===== src/rtl/spi_pkg.sv =====
// Shared constants for the SPI responder: bus mode, default fill word,
// and FSM state encoding.
package spi_pkg;
    // Bus mode is fixed: clock idles low, data changes on the leading edge
    // and is sampled on the trailing edge.
    localparam logic       CPOL     = 1'b0;
    localparam logic       CPHA     = 1'b1;
    localparam int         DWIDTH_DEF = 8;
    localparam logic [7:0] FILL_DEF = 8'hFF;

    typedef enum logic {
        S_IDLE   = 1'b0,
        S_ACTIVE = 1'b1
    } spi_state_e;
endpackage


===== src/rtl/spi_sync_edge.sv =====
// Multi-flop synchroniser for an asynchronous pin, followed by one
// edge-detect flop that yields single-cycle rise/fall pulses.
module spi_sync_edge #(
    parameter int SYNC_STAGES = 2
) (
    input  logic clk,
    input  logic rst,
    input  logic din,
    output logic level,
    output logic rise,
    output logic fall
);
    logic [SYNC_STAGES-1:0] sync;
    logic                   prev;

    // Shift the pin through the synchroniser and remember the last synced level.
    always_ff @(posedge clk) begin
        if (rst) begin
            sync <= '0;
            prev <= 1'b0;
        end else begin
            sync <= {sync[SYNC_STAGES-2:0], din};
            prev <= sync[SYNC_STAGES-1];
        end
    end

    assign level = sync[SYNC_STAGES-1];
    assign rise  =  level & ~prev;
    assign fall  = ~level &  prev;
endmodule


===== src/rtl/spi_slave_core.sv =====
// SPI responder: synchronises the bus pins into clk, shifts mosi into
// rx_data and shifts a host-loaded word (or the fill word) out on miso.
// Words repeat back-to-back while ss_n stays low.
module spi_slave_core
    import spi_pkg::*;
#(
    parameter int                DWIDTH      = DWIDTH_DEF,
    parameter int                SYNC_STAGES = 2,
    parameter logic [DWIDTH-1:0] FILL        = DWIDTH'(FILL_DEF)
) (
    input  logic              clk,
    input  logic              rst,
    input  logic              sclk,
    input  logic              ss_n,
    input  logic              mosi,
    output logic              miso,
    output logic              miso_oe,
    input  logic [DWIDTH-1:0] tx_data,
    input  logic              tx_valid,
    output logic              tx_ready,
    output logic [DWIDTH-1:0] rx_data,
    output logic              rx_valid,
    output logic              tx_underrun,
    output logic              frame_abort
);
    localparam int CW = $clog2(DWIDTH) + 1;
    localparam logic [CW-1:0] LAST_BIT = CW'(DWIDTH - 1);

    logic sclk_lvl_unused, sclk_rise, sclk_fall;
    logic ss_s, ss_rise, ss_fall;
    logic [SYNC_STAGES-1:0] mosi_sync;
    logic mosi_s;

    spi_sync_edge #(.SYNC_STAGES(SYNC_STAGES)) u_sync_sclk (
        .clk(clk), .rst(rst), .din(sclk),
        .level(sclk_lvl_unused), .rise(sclk_rise), .fall(sclk_fall)
    );

    spi_sync_edge #(.SYNC_STAGES(SYNC_STAGES)) u_sync_ss (
        .clk(clk), .rst(rst), .din(ss_n),
        .level(ss_s), .rise(ss_rise), .fall(ss_fall)
    );

    // mosi only needs its level; same depth as sclk so they stay aligned.
    always_ff @(posedge clk) begin
        if (rst) mosi_sync <= '0;
        else     mosi_sync <= {mosi_sync[SYNC_STAGES-2:0], mosi};
    end
    assign mosi_s = mosi_sync[SYNC_STAGES-1];

    // Map the bus mode onto shift-out / sample edges (folds to constants).
    logic out_edge, in_edge;
    assign out_edge = (CPOL ^ CPHA) ? sclk_rise : sclk_fall;
    assign in_edge  = (CPOL ^ CPHA) ? sclk_fall : sclk_rise;

    spi_state_e        state;
    logic [CW-1:0]     bit_cnt;
    logic [DWIDTH-1:0] shreg_tx, shreg_rx, tx_buf;
    logic              tx_full, armed;
    // Set when a word-boundary reload had to use FILL; the underrun is
    // reported when that word actually starts shifting, so the reload
    // after the last word of a frame does not flag a spurious underrun.
    logic              fill_pend;
    logic              accept;

    assign accept   = tx_valid & ~tx_full;
    assign tx_ready = ~tx_full;

    // Frame FSM, bit counter, one-entry tx buffer and both shift registers.
    always_ff @(posedge clk) begin
        if (rst) begin
            state       <= S_IDLE;
            bit_cnt     <= '0;
            shreg_tx    <= '0;
            shreg_rx    <= '0;
            tx_buf      <= '0;
            tx_full     <= 1'b0;
            armed       <= 1'b0;
            fill_pend   <= 1'b0;
            miso        <= 1'b0;
            miso_oe     <= 1'b0;
            rx_data     <= '0;
            rx_valid    <= 1'b0;
            tx_underrun <= 1'b0;
            frame_abort <= 1'b0;
        end else begin
            rx_valid    <= 1'b0;
            tx_underrun <= 1'b0;
            frame_abort <= 1'b0;
            // A reset mid-frame must not pick the frame up halfway through.
            if (ss_s) armed <= 1'b1;
            // Consume (needs full) and accept (needs empty) never coincide.
            if (accept) begin
                tx_buf  <= tx_data;
                tx_full <= 1'b1;
            end
            case (state)
                S_IDLE: begin
                    if (ss_fall && armed) begin
                        state     <= S_ACTIVE;
                        miso_oe   <= 1'b1;
                        bit_cnt   <= '0;
                        fill_pend <= 1'b0;
                        if (tx_full) begin
                            shreg_tx <= tx_buf;
                            tx_full  <= 1'b0;
                        end else begin
                            shreg_tx    <= FILL;
                            tx_underrun <= 1'b1;
                        end
                    end
                end
                S_ACTIVE: begin
                    if (ss_rise) begin
                        state     <= S_IDLE;
                        miso_oe   <= 1'b0;
                        miso      <= 1'b0;
                        bit_cnt   <= '0;
                        shreg_rx  <= '0;
                        fill_pend <= 1'b0;
                        if (bit_cnt != '0) frame_abort <= 1'b1;
                    end else if (out_edge) begin
                        miso     <= shreg_tx[DWIDTH-1];
                        shreg_tx <= {shreg_tx[DWIDTH-2:0], 1'b0};
                        if (fill_pend) begin
                            tx_underrun <= 1'b1;
                            fill_pend   <= 1'b0;
                        end
                    end else if (in_edge) begin
                        shreg_rx <= {shreg_rx[DWIDTH-2:0], mosi_s};
                        if (bit_cnt == LAST_BIT) begin
                            rx_data  <= {shreg_rx[DWIDTH-2:0], mosi_s};
                            rx_valid <= 1'b1;
                            bit_cnt  <= '0;
                            if (tx_full) begin
                                shreg_tx <= tx_buf;
                                tx_full  <= 1'b0;
                            end else begin
                                shreg_tx  <= FILL;
                                fill_pend <= 1'b1;
                            end
                        end else begin
                            bit_cnt <= bit_cnt + 1'b1;
                        end
                    end
                end
                default: state <= S_IDLE;
            endcase
        end
    end
endmodule

===== config.mk =====
export PLATFORM = sky130hd
export DESIGN_NAME = spi_slave_core
export DESIGN_NICKNAME = d
export VERILOG_FILES = /design/src/rtl/spi_pkg.sv /design/src/rtl/spi_sync_edge.sv /design/src/rtl/spi_slave_core.sv
export SDC_FILE = /design/constraint.sdc
export NUM_CORES = 1
export LEC_CHECK = 0
export BUFFER_PORTS_ARGS = -buffer_cell sky130_fd_sc_hd__buf_2
export CAP_MARGIN = 30
export CORE_ASPECT_RATIO = 0.75
export CORE_MARGIN = 4
export CORE_UTILIZATION = 40
export CTS_CLUSTER_DIAMETER = 60
export DETAILED_ROUTE_END_ITERATION = 12
export PLACE_DENSITY = 0.57
export SLEW_MARGIN = 20
export SYNTH_ARGS = -nofsm -noshare
export SYNTH_HDL_FRONTEND = slang
export SYNTH_SLANG_ARGS = --single-unit

===== constraint.sdc =====
create_clock -name clk -period 3.8 [get_ports clk]
set_input_delay 0.57 -clock clk [delete_from_list [all_inputs] [get_ports clk]]
set_output_delay 0.57 -clock clk [all_outputs]
set_load 0.005 [all_outputs]

==> reports/metrics.cfg, run 1 <==
[cells_and_area]
fin_nets = 265
area_delta_synth_final_pct = 11.4
final_cells = 307
drive_gt1_share_pct = 15.8
diodes = 0
layout_commonest_cell = dfxtp_1
postLayoutCellArea_sq_mm = 0.00230
nFillCells = 511
mostFrequentLayoutCells = dfxtp_1, buf_2, nor2_1

[setup_path]
endpoint_kind = primary output
worstPathMaxFanout = 10
slowest_stage = dfxtp_1
slowest_delay_ns = 0.52
r2r_cells = 5
path_cells = inv_1 -> buf_2
path_buf_inv = 2
crit_type = flop to primary output
cp-start-kind = flop
critPathRequiredTime_ns = 3.23
worstPathArrival_ns = 1.17
critPathTopFamily = flip-flops
crit_cells = 2

[power]
powerDensity_mw_per_mm2 = 393
intPower_w = 0.000701
p_seq_share_pct = 62.3
p_leak_nw = 0.862
p_clk_share_pct = 32.4
p_sw_w = 0.000204
switching_share_pct = 22.6
vdd_drop_max_v = 0.000222
pwr-share-comb_pct = 5.3

[detailed_routing]
drt_iter0_markers = 108
antenna_violating_nets_post_route = 0
routed_wl_um = 4250
detail_route.first_pass.iterations = 4
drc = 0
via_per_inst = 5.33
avgRoutedWirePerCell_um = 13.9
vias = 1637

[worst_hold_path]
hold_depth = 1
hold_path.class = flop to flop

[global_route]
grt_max_degree = 32
grt_pass1_vias = 1353
grt_pass1_wl_um = 6870
overflow = 0
grt_usage_pct = 13.2
antenna_found_initial = 0

[floorplan]
die_area_sq_mm = 0.00639
die_h_um = 70.3
start_util_pct = 41.7
io_pins = 28
die_w_um = 91.0
coreArea_sq_mm = 0.00495
placementRows = 22

[placed_design]
hpwl_um = 2990
place_inst = 300
placed_area_sq_mm = 0.00223
io_buffers = 27
finalWeightedCongestion = 0.721

[synth]
syn_nets = 243
ys_ff_latch = 52
yosys_warnings = 0
yosys.cell_types.count = 38
synth_cells = 225
syn_area_sq_mm = 0.00207
synth_top_cell_area_share_pct = 50.4
avgSynthCellArea_sq_um = 9.19
ys_top_cells_by_area = dfxtp_1, nor2_1, a21oi_1, mux2i_1, nand2_1
synth-seq-area-share_pct = 50.4
yosysTopAreaCell = dfxtp_1

[clocking]
cts_tree = done
cts_max_level = 2
cts_buffers = 5
clk_pin_slew_ns = 0.09
cts.sinks = 52
clock-root-buffer = clkbuf_8
clk_latency_ns = 0.30
cts.path.max_buffers = 2
cts_resized = 0
holdBufCountCts = 0
cts_setup_buffers = 0

[timing]
rsz0062_at_grt = false
relSlewSlack_pct = 53.5
fin_crit_ns = 1.74
worst_pin_slew_ns = 0.695
fin_skew_ns = 0.00501
finalHoldViolations = 0
slew_viol_final = 0
fmax_mhz = 575
fin_crit_sh_pct = 45.8
finalSetupTns_ns = 0
finalSetupViolations = 0

[run_status]
run_status = completed

[run]
maxCapViolations = 0

==> cell families after synthesis <==
logic type,Yosys count,synth area share (%)
and+or+nand+nor,86,21.5
AOI/OAI and AO/OA,54,17.4
DFF,52,50.4
buffers and inverters,21,4.48
muxes,8,3.87
adders and majority gates,4,2.42
==> path summary, 6_finish.rpt <==
kind	startpoint	to	slack, ns
max	tx_full$_SDFF_PP0_	tx_ready	2.06
min	mosi_sync[0]$_SDFF_PP0_	mosi_sync[1]$_SDFF_PP0_	0.44
max reg2reg	state$_SDFF_PP0_	rx_data[3]$_SDFFE_PP0P_	2.07
min reg2reg	mosi_sync[0]$_SDFF_PP0_	mosi_sync[1]$_SDFF_PP0_	0.44
==> synth_stat cells, drive strengths merged <==
cell type	instances
a22oi	7
o21ai	12
o311ai	1
nor2b	11
dfxtp	52
o211a	1
a2111oi	1
o22ai	1
or3	2
buf	5
nor2	26
a2bb2oi	1
nand4bb	1
and3	1
nand2	21
a32oi	3
a211oi	1
inv	7
nand3b	8
ha	4
nor4	2
o2111ai	8
or4b	1
nand3	4
nand4	1
clkbuf	9
and2b	1
mux2i	8
nor3	3
a21oi	18
nor3b	1
nand2b	3
==> per-stage QoR <==
stage / total power (W) / hold WS [ns] / util, % / setup slack, ns
finish: 0.000905 / 0.443 / 46.5 / 2.06
global route: 0.000945 / 0.452 / 46.5 / 1.91
CTS: 0.000912 / 0.444 / 46.5 / 2.06
detailed placement: 0.000625 / 0.423 / 44.9 / 1.95
global placement: 0.000624 / 0.416 / 44.9 / 1.97
floorplan: 0.000608 / 0.414 / - / 2.22
==> area by class of cell <==
class | count | area [sq um] | area share, %
well taps | 60 | 75.1 | 3.26
clock buffers | 6 | 72.6 | 3.15
flip-flops and latches | 52 | 1040 | 45.2
multi-input cells | 152 | 933 | 40.5
repair buffers | 29 | 150 | 6.52
clock inverters | 1 | 5.00 | 0.217
inverters | 7 | 26.3 | 1.14
==> power groups by stage <==
| stage | clock (W) | sequential (W) | combinational, W |
|---|---|---|---|
| finish | 0.000293 | 0.000564 | 0.0000479 |
| global route | 0.000325 | 0.000566 | 0.0000538 |
| CTS | 0.000300 | 0.000564 | 0.0000481 |
| floorplan | 0 | 0.000572 | 0.0000362 |
| global placement | 0 | 0.000576 | 0.0000481 |
| detailed placement | 0 | 0.000577 | 0.0000480 |
==> routing by layer <==
metal	wire, um	vias up	part of all wire (%)	track usage [%]
li1	-	840	-	-
met1	2370	761	56	22.0
met2	1650	32	39	15.7
met3	191	4	4.5	3.34
met4	38	0	0.89	4.01
met5	0	-	0	0
==> registers in the layout (all words and copies together), names as in the netlist, 2 cells and up <==
signal            cells
bit_cnt               4
mosi_sync             2
rx_data               8
shreg_rx              7
shreg_tx              8
tx_buf                8
u_sync_sclk.sync      2
u_sync_ss.sync        2
==> worst reg2reg max path: stages, from the launching register on <==
cell and delay, ns:
dfxtp_1 0.56, nand2_1 0.19, nor4_2 0.33, buf_4 0.25, mux2i_1 0.21, nor2_1 0.06
Note: power is estimated with default switching activity, not from simulation.
==> run 2, diff against run 1 <==
--- a/config.mk
+++ b/config.mk
@@ -12,7 +12,7 @@
 export CORE_UTILIZATION = 40
 export CTS_CLUSTER_DIAMETER = 60
 export DETAILED_ROUTE_END_ITERATION = 12
-export PLACE_DENSITY = 0.57
+export PLACE_DENSITY = 0.59
 export SLEW_MARGIN = 20
 export SYNTH_ARGS = -nofsm -noshare
 export SYNTH_HDL_FRONTEND = slang
==> constraint.sdc (replaced) <==
create_clock -name clk -period 1.55 [get_ports clk]
set_input_delay 0.2325 -clock clk [delete_from_list [all_inputs] [get_ports clk]]
set_output_delay 0.2325 -clock clk [all_outputs]
set_load 0.005 [all_outputs]
==> reports/metrics.cfg, run 2 (same netlist as run 1, synthesis figures left out) <==
[detailed_routing]
antenna_violating_nets_post_route = 0  ; unchanged
avgRoutedWirePerCell_um = 14.2  ; +2.7%
vias = 1726  ; +5.4%
drc = 0  ; unchanged
drt_iter0_markers = 154  ; +43%
routed_wl_um = 4810  ; +13%
detail_route.first_pass.iterations = 4  ; unchanged
via_per_inst = 5.11  ; -4.2%

[setup_path]
reg2reg_from = u_sync_sclk.sync[1]$_SDFF_PP0_
startpoint = u_sync_sclk.sync[1]$_SDFF_PP0_
endpoint_kind = flop
slowest_stage = dfxtp_2
reg2reg_to = rx_data[1]$_SDFFE_PP0P_
critPathRequiredTime_ns = 1.75  ; -1.48 ns
worstPathMaxFanout = 4  ; -6
crit_type = flop to flop
path_cells = inv_2 -> ha_4 -> nand2_4 -> nor4_4 -> buf_4 -> mux2i_1 -> nor2_1
r2r_slack_ns = 0.03  ; -2.04 ns
r2r_cells = 7  ; +2
slowest_delay_ns = 0.35  ; -0.17 ns
crit_end = rx_data[1]$_SDFFE_PP0P_
cp-start-kind = flop
worstPathArrival_ns = 1.72  ; +0.55 ns

[timing]
slew_viol_final = 0  ; unchanged
fin_crit_sh_pct = 98.1
relSlewSlack_pct = 69.6  ; +16 points
worst_pin_slew_ns = 0.444  ; -0.251 ns
finalSetupTns_ns = 0  ; unchanged
fin_crit_ns = 1.52
fin_skew_ns = 0.00674  ; +0.00173 ns
fmax_mhz = 658
finalHoldViolations = 0  ; unchanged
setup_slack_ns = 0.0297  ; -2.03 ns
finalSetupViolations = 0  ; unchanged
rsz0062_at_grt = true
fin_hold_ws_ns = 0.129  ; -0.315 ns

[clocking]
clk_pin_slew_ns = 0.09  ; about the same
cts.path.max_buffers = 2  ; unchanged
cts.sinks = 52  ; unchanged
clock-root-buffer = clkbuf_8
cts_max_level = 2  ; unchanged
holdBufCountCts = 0  ; unchanged
cts_buffers = 5  ; unchanged
clk_latency_ns = 0.30  ; about the same
cts_tree = done

[global_route]
grt_max_degree = 21  ; -34%
overflow = 0  ; unchanged
grt_usage_pct = 14.9  ; +1.7 points
grt_pass1_vias = 1572  ; +16%
antenna_found_initial = 0  ; unchanged
grt_pass1_wl_um = 7710  ; +12%

[power]
powerDensity_mw_per_mm2 = 919  ; +130%
vdd_drop_max_v = 0.000430  ; +93%
p_leak_nw = 1.05  ; +22%

[placed_design]
pre_cts_ws_ns = -0.0515  ; -2.00 ns
io_buffers = 27  ; unchanged
place_inst = 325  ; +8.3%
hpwl_um = 3230  ; +8.1%
finalWeightedCongestion = 0.811  ; +13%

[floorplan]
coreArea_sq_mm = 0.00495  ; unchanged
die_area_sq_mm = 0.00639  ; unchanged
die_w_um = 91.0  ; unchanged
die_h_um = 70.3  ; unchanged
io_pins = 28  ; unchanged
placementRows = 22  ; unchanged
start_util_pct = 41.7  ; unchanged

[cells_and_area]
layout_commonest_cell = dfxtp_1
drive_gt1_share_pct = 30.2  ; +14 points
area_delta_synth_final_pct = 30.0
mostFrequentLayoutCells = dfxtp_1, buf_4, buf_2
multi_input_area_sq_mm = 0.00102  ; +9.5%
nFillCells = 474  ; -7.2%
seq_area_sq_mm = 0.00105  ; +0.60%
diodes = 0  ; unchanged
fin_nets = 295  ; +11%
final_util_pct = 54.2  ; +7.7 points
largest_registers = rx_data (8), shreg_tx (8), tx_buf (8)
final_cells = 338  ; +10%

[worst_hold_path]
hold_path.class = input pin to flop
hold_depth = 2  ; +1

[run]
maxCapViolations = 0  ; unchanged

[run_status]
run_status = completed

run 2: changes by cell type in the layout (fill, tap and decap cells not counted), moves of 3 or more:
| cell | previous run | this run |
|---|---|---|
| dfxtp_1 | 52 | 47 |
| ha_4 | 0 | 3 |
| dfxtp_2 | 0 | 5 |
| buf_4 | 2 | 29 |
| ha_1 | 4 | 1 |
run 2: power by group:
group	switching, W	leakage [nW]	internal [W]
registers	0.0000145	0.424	0.00136
clock network	0.000444	0.0558	0.000488
logic	0.0000869	0.572	0.0000723
run 2: final cells by class:
cell class,instances,area share [%]
clock buffer,6,2.70
clock inverter,2,1.44
inverter,7,0.978
multi-input combinational,152,38.1
sequential,52,39.0
tap,60,2.79
timing repair buffer,59,15.0
run 2: worst min-delay path by stage:
stage                                             from                             end
final                                             ss_n    u_sync_ss.sync[0]$_SDFF_PP0_
after global routing                              sclk  u_sync_sclk.sync[0]$_SDFF_PP0_
after detailed placement  u_sync_ss.sync[0]$_SDFF_PP0_    u_sync_ss.sync[1]$_SDFF_PP0_
after floorplan                                   mosi         mosi_sync[0]$_SDFF_PP0_
after CTS                                         ss_n    u_sync_ss.sync[0]$_SDFF_PP0_
after global placement         mosi_sync[0]$_SDFF_PP0_         mosi_sync[1]$_SDFF_PP0_
run 2: what timing repair did:
| action | in CTS | in global routing |
|---|---|---|
| buffers inserted | 1 | 3 |
| pin swaps | 1 | 4 |
| cloned | 1 | 0 |
| endpoints found under the setup margin | 16 | 18 |
| resized for setup | 13 | 13 |
run 2: stage by stage:
stage | cell area, sq um | power, W
6_report | 2690 | 0.00247
5_1_grt | 2690 | 0.00256
4_1_cts | 2610 | 0.00249
3_5_place_dp | 2440 | 0.00156
3_3_place_gp | 2440 | 0.00155
2_1_floorplan | 2070 | 0.00149
run 2: worst max-delay path, delay by kind of cell (launching register included):
kind	cells	cell delay, ns
DFF	1	0.35
and+or+nand+nor	3	0.46
muxes	1	0.18
buffers and inverters	2	0.29
adders and majority gates	1	0.15
run 2: layer usage:
metal,wire length (um),track usage [%]
met3,215,3.88
met4,46,4.52
met5,0,0
met2,1940,18.8
met1,2600,23.9
==> run 3, diff against run 2 <==
--- a/config.mk
+++ b/config.mk
@@ -8,7 +8,6 @@
 export BUFFER_PORTS_ARGS = -buffer_cell sky130_fd_sc_hd__buf_2
 export CAP_MARGIN = 30
 export CORE_ASPECT_RATIO = 0.75
-export CORE_MARGIN = 4
 export CORE_UTILIZATION = 40
 export CTS_CLUSTER_DIAMETER = 60
 export DETAILED_ROUTE_END_ITERATION = 12
==> reports/metrics.cfg, run 3 (same netlist as run 1, synthesis figures left out) <==
[cells_and_area]
diodes = 0  ; unchanged
final_util_pct = 53.9  ; -0.33 points
mostFrequentLayoutCells = dfxtp_1, buf_4, buf_2
fin_nets = 293  ; -0.68%
area_delta_synth_final_pct = 28.5
nFillCells = 460  ; -3.0%
drive_gt1_share_pct = 30.4  ; +0.22 points
layout_commonest_cell = dfxtp_1
largest_registers = rx_data (8), shreg_tx (8), tx_buf (8)

[setup_path]
critPathRequiredTime_ns = 1.74  ; about the same
cp-start-kind = flop
reg2reg_from = bit_cnt[1]$_SDFFE_PP0P_
crit_type = flop to flop
r2r_slack_ns = -0.06  ; -0.09 ns
endpoint_kind = flop
crit_end = rx_data[0]$_SDFFE_PP0P_
worstPathArrival_ns = 1.80  ; +0.08 ns
reg2reg_to = rx_data[0]$_SDFFE_PP0P_
r2r_cells = 6  ; -1
worstPathMaxFanout = 4  ; unchanged
startpoint = bit_cnt[1]$_SDFFE_PP0P_

[global_route]
grt_usage_pct = 17.9  ; +3.0 points
grt_max_degree = 24  ; +14%
overflow = 0  ; unchanged
grt_pass1_vias = 1543  ; -1.8%
grt_pass1_wl_um = 7630  ; -0.99%
antenna_found_initial = 0  ; unchanged

[floorplan]
die_area_sq_mm = 0.00546  ; -15%
placementRows = 22  ; unchanged
coreArea_sq_mm = 0.00493  ; -0.56%
start_util_pct = 42.0  ; +0.23 points
io_pins = 28  ; unchanged
die_w_um = 85.0  ; -6.6%
die_h_um = 64.3  ; -8.5%

[timing]
fin_crit_sh_pct = 104  ; +5.7 points
fin_skew_ns = 0.0113  ; +0.00459 ns
fmax_mhz = 622  ; -5.5%
finalHoldViolations = 0  ; unchanged
worst_pin_slew_ns = 0.519  ; +0.0751 ns
rsz0062_at_grt = true
slew_viol_final = 0  ; unchanged
fin_crit_ns = 1.61  ; +0.0886 ns
relSlewSlack_pct = 65.1  ; -4.5 points
finalSetupViolations = 8  ; +8
setup_slack_ns = -0.0589  ; -0.0886 ns

[power]
powerDensity_mw_per_mm2 = 916  ; -0.29%
totalPowerFinal_w = 0.00243  ; -1.5%
vdd_drop_max_v = 0.000491  ; +14%
p_leak_nw = 1.01  ; -4.3%

[detailed_routing]
drc = 0  ; unchanged
vias = 1743  ; +0.98%
routed_wl_um = 4780  ; -0.52%
via_per_inst = 5.19  ; +1.6%
antenna_violating_nets_post_route = 0  ; unchanged
detail_route.first_pass.iterations = 4  ; unchanged
drt_iter0_markers = 85  ; -45%
avgRoutedWirePerCell_um = 14.2  ; about the same

[placed_design]
io_buffers = 27  ; unchanged
finalWeightedCongestion = 0.768  ; -5.3%
pre_cts_ws_ns = -0.0483  ; +0.00320 ns
hpwl_um = 3140  ; -2.7%

[clocking]
cts.sinks = 52  ; unchanged
clk_pin_slew_ns = 0.09  ; about the same
clock-root-buffer = clkbuf_8
cts.path.max_buffers = 2  ; unchanged
cts_buffers = 5  ; unchanged
clk_latency_ns = 0.30  ; about the same
cts_tree = done
cts_max_level = 2  ; unchanged

[run_status]
violations = negative setup slack
run_status = finished, violations left

[worst_hold_path]
worst_hold_startpoint = mosi
hold_path.class = input pin to flop

[run]
maxCapViolations = 0  ; unchanged

==> run 3: what timing repair did <==
action,CTS,global route
setup buffers,0,2
pin swaps,1,9
setup endpoints to repair,17,24
gates cloned,1,1
hold buffers,0,0
gates resized for setup,10,19
==> run 3: per-layer routing <==
| layer | share of wire [%] | global-route usage, % | up-vias |
|---|---|---|---|
| met5 | 0 | 0 | - |
| met4 | 0.75 | 3.81 | 0 |
| met3 | 4.7 | 5.56 | 5 |
| met2 | 40 | 24.6 | 38 |
| met1 | 54 | 27.1 | 799 |
| li1 | - | - | 901 |
==> run 3: final cells by class <==
cell class / instances / area [sq um] / share of cell area [%]
Inverter: 7 / 26.3 / 0.990
Clock buffer: 6 / 72.6 / 2.73
Clock inverter: 2 / 35.0 / 1.32
Multi-Input combinational cell: 153 / 1040 / 39.1
Timing Repair Buffer: 56 / 360 / 13.6
Sequential cell: 52 / 1050 / 39.4
Tap cell: 60 / 75.1 / 2.83
==> run 3: how the worst min path moves through the flow <==
stage,depth (start not counted),endpoint,slack (ns)
floorplan,1,mosi_sync[0]$_SDFF_PP0_,0.36
global placement,1,mosi_sync[1]$_SDFF_PP0_,0.42
detailed placement,1,u_sync_sclk.sync[1]$_SDFF_PP0_,0.43
CTS,2,mosi_sync[0]$_SDFF_PP0_,0.13
global route,2,mosi_sync[0]$_SDFF_PP0_,0.14
finish,2,mosi_sync[0]$_SDFF_PP0_,0.14
==> run 3: through the flow <==
stage | hold WS (ns) | area (sq um) | std cells | setup TNS, ns
floorplan | 0.361 | 2070 | 225 | 0
global placement | 0.416 | 2410 | 324 | -0.550
detailed placement | 0.426 | 2410 | 324 | -0.368
CTS | 0.128 | 2550 | 333 | 0
global route | 0.140 | 2660 | 336 | -1.42
finish | 0.142 | 2660 | 336 | -0.398
==> run 3: critical path, stage by stage, from the launching register on <==
cell and delay, ns:
dfxtp_2 0.37, ha_4 0.14, nand3b_1 0.18, nor4_4 0.37, buf_4 0.21, mux2i_1 0.17
nor2_1 0.06
==> run 3: power breakdown <==
group	total, W	leakage (nW)	switching, W	internal, W
sequential	0.00137	0.424	0.0000134	0.00136
clock	0.000902	0.0552	0.000423	0.000479
combinational	0.000156	0.528	0.0000882	0.0000681
total	0.00243	1.01	0.000525	0.00191
